## config.mk

```make
export PLATFORM = sky130hd
export DESIGN_NAME = cv32e40x_rvfi_trace_serializer
export DESIGN_NICKNAME = d
export VERILOG_FILES = /design/src/rtl/cv32e40x_rvfi_trace_serializer.sv
export SDC_FILE = /design/constraint.sdc
export NUM_CORES = 2
export LEC_CHECK = 0
export ABC_CLOCK_PERIOD_IN_PS = 19630
export BUFFER_PORTS_ARGS = -buffer_cell sky130_fd_sc_hd__buf_2
export CAP_MARGIN = 40
export CELL_PAD_IN_SITES_DETAIL_PLACEMENT = 1
export CELL_PAD_IN_SITES_GLOBAL_PLACEMENT = 1
export CORE_ASPECT_RATIO = 0.9
export CORE_UTILIZATION = 40
export CTS_CLUSTER_DIAMETER = 150
export CTS_CLUSTER_SIZE = 12
export DETAILED_ROUTE_END_ITERATION = 12
export GPL_TIMING_DRIVEN = 0
export HOLD_SLACK_MARGIN = 0.03
export PLACE_DENSITY = 0.68
export SLEW_MARGIN = 20
export SYNTH_ARGS = -nofsm -noshare
export SYNTH_HDL_FRONTEND = slang
export SYNTH_SLANG_ARGS = --single-unit
```

## constraint.sdc

```tcl
create_clock -name clk -period 19.63 [get_ports clk]
set_clock_uncertainty 0.15 [all_clocks]
set_input_delay 0.9815 -clock clk [delete_from_list [all_inputs] [get_ports clk]]
set_output_delay 0.9815 -clock clk [all_outputs]
set_load 0.1 [all_outputs]
```

## src/rtl/cv32e40x_rvfi_trace_serializer.sv

```systemverilog
// RVFI trace serializer: buffers retired-instruction records in a small FIFO
// and replays each one as one valid/ready beat per active memory slot.
//
// Ports:
//   clk, rst           clock, asynchronous active-high reset
//   rvfi_*             retirement record, sampled when rvfi_valid=1
//   out_valid/ready    beat handshake
//   out_*              head record fields plus the selected memory slot
//   out_slot/out_last  slot index of the beat, final beat of the record
//   level              records held, including the one being serialized
//   overflow/drop_cnt  sticky drop flag and saturating drop counter
module cv32e40x_rvfi_trace_serializer #(
    parameter int NMEM       = 4,
    parameter int DEPTH      = 4,
    parameter int DROP_CNT_W = 16,
    localparam int SW        = (NMEM > 1) ? $clog2(NMEM) : 1,
    localparam int LW        = $clog2(DEPTH + 1)
) (
    input  logic                  clk,
    input  logic                  rst,
    input  logic                  rvfi_valid,
    input  logic [31:0]           rvfi_pc_rdata,
    input  logic [4:0]            rvfi_rs1_addr,
    input  logic [4:0]            rvfi_rs2_addr,
    input  logic [4:0]            rvfi_rd_addr,
    input  logic [31:0]           rvfi_rs1_rdata,
    input  logic [31:0]           rvfi_rs2_rdata,
    input  logic [31:0]           rvfi_rd_wdata,
    input  logic [32*NMEM-1:0]    rvfi_mem_addr,
    input  logic [32*NMEM-1:0]    rvfi_mem_rdata,
    input  logic [32*NMEM-1:0]    rvfi_mem_wdata,
    input  logic [4*NMEM-1:0]     rvfi_mem_rmask,
    input  logic [4*NMEM-1:0]     rvfi_mem_wmask,
    output logic                  out_valid,
    input  logic                  out_ready,
    output logic [31:0]           out_pc,
    output logic [4:0]            out_rs1_addr,
    output logic [31:0]           out_rs1_rdata,
    output logic [4:0]            out_rs2_addr,
    output logic [31:0]           out_rs2_rdata,
    output logic [4:0]            out_rd_addr,
    output logic [31:0]           out_rd_wdata,
    output logic [31:0]           out_mem_addr,
    output logic [31:0]           out_mem_rdata,
    output logic [31:0]           out_mem_wdata,
    output logic [3:0]            out_mem_rmask,
    output logic [3:0]            out_mem_wmask,
    output logic [SW-1:0]         out_slot,
    output logic                  out_last,
    output logic [LW-1:0]         level,
    output logic                  overflow,
    output logic [DROP_CNT_W-1:0] drop_cnt
);

    localparam int PW = $clog2(DEPTH);

    logic [31:0]        pc_q     [DEPTH];
    logic [4:0]         rs1a_q   [DEPTH];
    logic [4:0]         rs2a_q   [DEPTH];
    logic [4:0]         rda_q    [DEPTH];
    logic [31:0]        rs1d_q   [DEPTH];
    logic [31:0]        rs2d_q   [DEPTH];
    logic [31:0]        rdd_q    [DEPTH];
    logic [32*NMEM-1:0] maddr_q  [DEPTH];
    logic [32*NMEM-1:0] mrdata_q [DEPTH];
    logic [32*NMEM-1:0] mwdata_q [DEPTH];
    logic [4*NMEM-1:0]  rmask_q  [DEPTH];
    logic [4*NMEM-1:0]  wmask_q  [DEPTH];

    logic [PW-1:0]         wptr;
    logic [PW-1:0]         rptr;
    logic [LW-1:0]         level_q;
    logic [SW-1:0]         cur_slot;
    logic                  mid;
    logic                  overflow_q;
    logic [DROP_CNT_W-1:0] drop_q;

    logic            empty;
    logic            full;
    logic [NMEM-1:0] act;
    logic [SW-1:0]   first;
    logic [SW-1:0]   sel;
    logic [SW-1:0]   nxt;
    logic            has_next;
    logic            sel_act;
    logic            hs;
    logic            pop;
    logic            push;
    logic            drop;

    assign empty = (level_q == '0);
    assign full  = (level_q == LW'(DEPTH));

    // Active-slot map of the head record; forced to zero when empty so
    // stale or uninitialised storage never reaches the outputs.
    always_comb begin
        act = '0;
        for (int i = 0; i < NMEM; i++) begin
            act[i] = !empty && ((|rmask_q[rptr][4*i +: 4]) ||
                                (|wmask_q[rptr][4*i +: 4]));
        end
    end

    // First beat uses the lowest active slot; later beats use cur_slot.
    always_comb begin
        first = '0;
        for (int i = NMEM - 1; i >= 0; i--) begin
            if (act[i]) first = SW'(i);
        end
        sel      = mid ? cur_slot : first;
        nxt      = sel;
        has_next = 1'b0;
        for (int i = NMEM - 1; i >= 0; i--) begin
            if (act[i] && (i > int'(sel))) begin
                nxt      = SW'(i);
                has_next = 1'b1;
            end
        end
    end

    assign sel_act = act[sel];

    assign out_valid     = !empty;
    assign out_pc        = empty ? '0 : pc_q[rptr];
    assign out_rs1_addr  = empty ? '0 : rs1a_q[rptr];
    assign out_rs2_addr  = empty ? '0 : rs2a_q[rptr];
    assign out_rd_addr   = empty ? '0 : rda_q[rptr];
    assign out_rs1_rdata = empty ? '0 : rs1d_q[rptr];
    assign out_rs2_rdata = empty ? '0 : rs2d_q[rptr];
    assign out_rd_wdata  = empty ? '0 : rdd_q[rptr];
    assign out_mem_addr  = sel_act ? maddr_q[rptr][32*sel +: 32] : '0;
    assign out_mem_rdata = sel_act ? mrdata_q[rptr][32*sel +: 32] : '0;
    assign out_mem_wdata = sel_act ? mwdata_q[rptr][32*sel +: 32] : '0;
    assign out_mem_rmask = sel_act ? rmask_q[rptr][4*sel +: 4] : '0;
    assign out_mem_wmask = sel_act ? wmask_q[rptr][4*sel +: 4] : '0;
    assign out_slot      = empty ? '0 : sel;
    assign out_last      = !empty && !has_next;

    assign level    = level_q;
    assign overflow = overflow_q;
    assign drop_cnt = drop_q;

    // Fullness is judged on the pre-cycle level: a final-beat pop in the
    // same cycle does not open a slot for an incoming record.
    assign hs   = out_valid && out_ready;
    assign pop  = hs && out_last;
    assign push = rvfi_valid && !full;
    assign drop = rvfi_valid && full;

    always_ff @(posedge clk or posedge rst) begin
        if (rst) begin
            wptr       <= '0;
            rptr       <= '0;
            level_q    <= '0;
            cur_slot   <= '0;
            mid        <= 1'b0;
            overflow_q <= 1'b0;
            drop_q     <= '0;
        end else begin
            if (push) wptr <= wptr + PW'(1);
            if (pop)  rptr <= rptr + PW'(1);
            if (push && !pop) begin
                level_q <= level_q + LW'(1);
            end else if (pop && !push) begin
                level_q <= level_q - LW'(1);
            end
            if (hs) begin
                if (out_last) begin
                    mid      <= 1'b0;
                    cur_slot <= '0;
                end else begin
                    mid      <= 1'b1;
                    cur_slot <= nxt;
                end
            end
            if (drop) begin
                overflow_q <= 1'b1;
                if (drop_q != '1) drop_q <= drop_q + DROP_CNT_W'(1);
            end
        end
    end

    // Record storage needs no reset: it is only visible while level>0.
    always_ff @(posedge clk) begin
        if (push) begin
            pc_q[wptr]     <= rvfi_pc_rdata;
            rs1a_q[wptr]   <= rvfi_rs1_addr;
            rs2a_q[wptr]   <= rvfi_rs2_addr;
            rda_q[wptr]    <= rvfi_rd_addr;
            rs1d_q[wptr]   <= rvfi_rs1_rdata;
            rs2d_q[wptr]   <= rvfi_rs2_rdata;
            rdd_q[wptr]    <= rvfi_rd_wdata;
            maddr_q[wptr]  <= rvfi_mem_addr;
            mrdata_q[wptr] <= rvfi_mem_rdata;
            mwdata_q[wptr] <= rvfi_mem_wdata;
            rmask_q[wptr]  <= rvfi_mem_rmask;
            wmask_q[wptr]  <= rvfi_mem_wmask;
        end
    end

endmodule

```

After elaboration in Yosys (flattened, before gate mapping)
Memories as Yosys holds them, arrays and structs flattened. Cells that the tools add are included.

Word-level logic and storage cells: 101. Output and inout bits: 271. Memories kept: 12. Input bits: 563. Register bits: 27. Bits in latches: 0. Bits in writable memories: 2236. ROM bits: 0.

Memories: maddr_q (words 4, bits a word 128, read ports 1, clocked after memory_dff 0, write ports 1, RTL line 64) `logic [32*NMEM-1:0] maddr_q [DEPTH];`; mrdata_q (words 4, bits a word 128, read ports 1, clocked after memory_dff 0, write ports 1, RTL line 65) `logic [32*NMEM-1:0] mrdata_q [DEPTH];`; mwdata_q (words 4, bits a word 128, read ports 1, clocked after memory_dff 0, write ports 1, RTL line 66) `logic [32*NMEM-1:0] mwdata_q [DEPTH];`; pc_q (words 4, bits a word 32, read ports 1, clocked after memory_dff 0, write ports 1, RTL line 57) `logic [31:0] pc_q [DEPTH];`; rdd_q (words 4, bits a word 32, read ports 1, clocked after memory_dff 0, write ports 1, RTL line 63) `logic [31:0] rdd_q [DEPTH];`; rs1d_q (words 4, bits a word 32, read ports 1, clocked after memory_dff 0, write ports 1, RTL line 61) `logic [31:0] rs1d_q [DEPTH];`; +6 memories.

Bitwise operators: 0. Add/subtract/negate cells: 5. $mul: 0. Div/mod/pow operators: 0. Shifts and indexed selects: 5. Mux-type cells: 32. Reduce and logical (&&, ||, !) cells: 34. Magnitude comparators: 4. Equal/unequal tests: 2.

Operators with widths (number): 128-bit by 8-bit variable part select with 32-bit output (3); 32-bit 2-to-1 mux (7); 4-bit OR reduction (8); 16-bit by 5-bit variable part select with 4-bit output (2); 2-bit 2-to-1 mux (10); 16-bit by 1-bit adder with 16-bit output (second input constant) (1); 16-bit != test (second input constant) (1); 5-bit 2-to-1 mux (3); 1-bit logical AND (14); 4-bit 2-to-1 mux (2); 1-bit 2-to-1 mux (7); 3-bit 2-to-1 mux (2); 1-bit logical NOT (5); 2-bit by 1-bit adder with 2-bit output (second input constant) (2); 2-bit > comparator (first input constant) (2); 1-bit logical OR (4); 3-bit by 1-bit adder with 3-bit output (second input constant) (1); 3-bit equality test (second input constant) (1); 3-bit logical NOT (1); 2-bit by 3-bit less-than comparator with 1-bit output (second input constant) (1); 3-bit by 1-bit subtractor with 3-bit output (second input constant) (1); 1-bit binary-select mux with 2-bit select (1); 1-bit by 2-bit > comparator with 1-bit output (first input constant) (1); 2-bit AND reduction (1); 2-bit nonzero test (1).

Depth between registers and ports, before layout
An unclocked memory read counts as a cell.

Depth after elaboration: 20. Depth in mapped cells: 15.

Worst setup path after synthesis
Ideal clock, no wire load.

Kind: register to register. From: reg level_q[0], in the netlist level[0]. To: mem maddr_q[0][0] in the netlist's numbering (enable). Cell stages (with the launch flop): 4. Library setup time: 0.997 ns. Slack: 4.318 ns. Clock period less this slack: 15.312 ns. Data arrival time: 14.165 ns. Cell sequence: dfrtp_1 -> nor2_1 -> a21boi_1 -> and2_1.

Longest elaborated chain between the ends: 5.

Ends and longest elaborated chain: from (decl) (RTL line 72) `logic [LW-1:0] level_q;`; from (signal assigned) (RTL line 163) `level_q <= level_q + LW'(1);`; from (signal assigned) (RTL line 165) `level_q <= level_q - LW'(1);`; 3-bit equality test (RTL line 92) `assign full = (level_q == LW'(DEPTH));`; 1-bit logical NOT (RTL line 147) `assign push = rvfi_valid && !full;`; 1-bit logical AND (RTL line 147); named net push (RTL line 88) `logic push;`; 1-bit 2-to-1 mux (RTL line 185) `if (push) begin`; 1-bit 2-to-1 mux (implied by the code) (RTL line 193) `maddr_q[wptr] <= rvfi_mem_addr;`; to (decl) (RTL line 64).

The timed path passes the listed nets, and every way through them passes these cells.

Final worst setup path
From: reg rptr[1]. To: out out_mem_wmask[3].

Longest elaborated chain between the ends: 12. Elaborated cells between the ends (all ways): 27. Those cells by class: shift: 1; mux: 8; reduce/logical: 16; memory: 2.

Ends and longest elaborated chain: from (decl) (RTL line 71) `logic [PW-1:0] rptr;`; from (signal assigned) (RTL line 161) `if (pop) rptr <= rptr + PW'(1);`; branches (longest 11 deep; another with memory 4 x 16 bit); 4-bit 2-to-1 mux (*) (RTL line 135) `assign out_mem_wmask = sel_act ? wmask_q[rptr][4*sel +: 4] : '0;`; to (decl) (RTL line 47) `output logic [3:0] out_mem_wmask,`.

Every way passes the cells marked *. The select of a mux whose other input is x is not followed.

==> reports/metrics.cfg <==
[synthesis]
synth_edf_count = 2236
synth_ff_type = edfxtp_1
netlist_area_um2 = 85700
syn_inst = 3599
yosysWarningCount = 0
syn_area_per_cell_um2 = 23.8
syn-num-nets = 4169
yosysSeqAreaShare_pct = 79.1
synth_top_area_share_pct = 78.4
yosys_register_bits = 2263
ys_async_sr_fraction_pct = 1.19
yosys-top-cells-area = edfxtp_1, mux4_2, mux2i_1
synth_top_cell_by_area = edfxtp_1
yosys.cell_types.count = 47

[timing]
rsz0062_at_grt = no
fin_crit_ps = 7830
drv_slew = 0
tns_ps = 0
final-setup-viol-count = 0
period_share_pct = 39.9
worst_pin_slew_ps = 865
hold_violations = 0
max_slew_margin_pct = 42.3
timing.fmax_ghz = 0.128

[cells_and_area]
layout_common_cells = edfxtp_1, buf_2, mux4_2, clkbuf_16, mux2i_1
seq_area_um2 = 67800
multi_input_area_um2 = 17100
utilization_pct = 48.0
final_net_count = 5349
area.growth.synth_to_final_pct = 18.9
drive_gt1_share_pct = 37.6
filler_cell_count = 19200
final_common_cell = edfxtp_1

[global_route]
grt_pass1_wl_um = 323000
overflow = 0
grt_usage_pct = 21.2
met3_usage_pct = 5.60
grt_use_met1_pct = 26.1
antenna_found_initial = 195
use_met2_pct = 35.7
gr-max-usage-layer = met2
grt_pass1_vias = 44300
grt_max_degree = 46

[placed_design]
gp_congestion = 0.772
hpwl_um = 164000
portBuffers = 833

[floorplanning]
die_w_um = 490
ios = 834
dieArea_um2 = 216000
dieHeight_um = 441
start_util_pct = 40.4
fp-row-count = 160
fp.coreArea_um2 = 212000

[worst_setup_path]
r2r_slack_ps = 14220
cp-end-kind = output pin
cp.arrival_ps = 6700
cp_max_fo = 10
rr_endpoint = level[1]
crit_required_ps = 18500
path_class = reg2out
r2r_cells = 13
startpoint_type = flip-flop
reg2reg_from = rptr[1]

[min_path]
holdPathEnd = pc_q[0][30]
hold_path_depth = 1
hp-start = rvfi_pc_rdata[30]
hold_class = in2reg

[clock_network]
clk-insertion-delay-late_ps = 840
ctsLongestPathBuffers = 3
root_buffer = clkbuf_16
cts_max_level = 4
cts_inserted_buffers = 206
clk_pin_slew_ps = 60
cts_tree = yes
clock-sinks = 2263
ctsResizeCount = 0

[routing]
routed_wl_um = 233000
via_count = 42100
drc = 0
wl_per_cell_um = 30.1
dr.pass1.iters = 5
first_iter_violations = 3089
vias_per_cell = 5.44
ant_nets = 0

[run]
max_cap_violations = 0

[status]
status = finished, final reports clean

## critical path, cell delays in order (launching register included)
cell	delay, ps
dfrtp_1	370
buf_2	290
buf_2	330
clkbuf_1	600
mux4_2	440
nor4_1	740
nor4bb_1	520
o41a_1	240
buf_2	620
buf_2	560
mux2i_1	590
o22ai_1	160
buf_2	340
## Yosys cell counts, types with 2 or more instances
master / number
mux4_2: 559
o21ai_1: 3
nand2_1: 17
dfrtp_1: 27
buf_6: 5
and3_1: 3
and4_1: 2
inv_1: 6
or2_2: 2
a21oi_1: 5
nand3_1: 8
edfxtp_1: 2236
or4_1: 4
ha_1: 6
and2_1: 149
buf_1: 21
xnor2_1: 17
nor2_1: 12
o22ai_1: 105
nor3_1: 2
o21ai_0: 6
buf_2: 25
clkbuf_1: 137
nand4_1: 5
xor2_1: 4
nor4_1: 4
mux2i_1: 208
o31ai_1: 2
## layout make-up
class	instances	area share [%]
Inverter	6	0.0221
Tap cell	2835	3.48
Buffer	188	0.785
Multi-Input combinational cell	1142	16.8
Clock inverter	12	0.269
Timing Repair Buffer	972	6.61
Antenna cell	96	0.236
Clock buffer	230	5.23
Sequential cell	2263	66.6
## metrics by stage
step | std cells | hold WS [ps] | setup WS, ps | cell area (µm²)
2_1_floorplan | 3599 | 335 | 4320 | 85700
3_3_place_gp | 7267 | 298 | -7370 | 93400
3_5_place_dp | 7401 | 304 | 12340 | 95900
4_1_cts | 7644 | 121 | 11380 | 102000
5_1_grt | 7698 | 147 | 11340 | 102000
6_report | 7744 | 198 | 11800 | 102000
## what timing repair did
| item | CTS | global route |
|---|---|---|
| endpoints found under the hold margin | 10 | 0 |
| hold buffers | 1 | 0 |
| buffers inserted | 0 | 0 |
## state kept, by name (all words and copies together) (netlist names)
name      count
mrdata_q    512
rs2a_q       20
wmask_q      64
rda_q        20
rs1a_q       20
rdd_q       128
rptr          2
drop_cnt     16
level         3
rmask_q      64
cur_slot      2
rs2d_q      128
wptr          2
overflow      1
pc_q        128
rs1d_q      128
maddr_q     512
mwdata_q    512
mid           1
## cell families (layout without fill, tap and decap cells)
kind of cell	after synthesis	count (layout)	synth area share (%)
AOI/OAI and AO/OA	134	134	0.997
xor gates and xnor gates	21	21	0.215
adders and majority gates	7	7	0.111
buffers and inverters	194	1408	0.930
DFF	2263	2263	79.1
muxes	768	768	17.1
other	0	96	0
and+or+nand+nor	212	212	1.46
## routing by layer
layer  routed length (µm)  vias up
li1                     -    17700
met3                15600      525
met4                 8200      120
met2               119000     1326
met5                  730        -
met1                89100    22500
## worst max-delay path by stage
stage                from                end  slack, ps
2_1_floorplan    level[0]      maddr_q[0][0]       4320
3_3_place_gp   rvfi_valid   mrdata_q[0][124]      -7370
3_5_place_dp      rptr[1]  out_mem_wdata[25]      12340
4_1_cts           rptr[1]  out_mem_wdata[25]      11380
5_1_grt           rptr[1]  out_mem_wdata[25]      11340
6_report          rptr[1]   out_mem_wmask[3]      11800
Power is not shown: default switching activity piles up to over one toggle a cycle in this logic, so the estimate is an artifact.
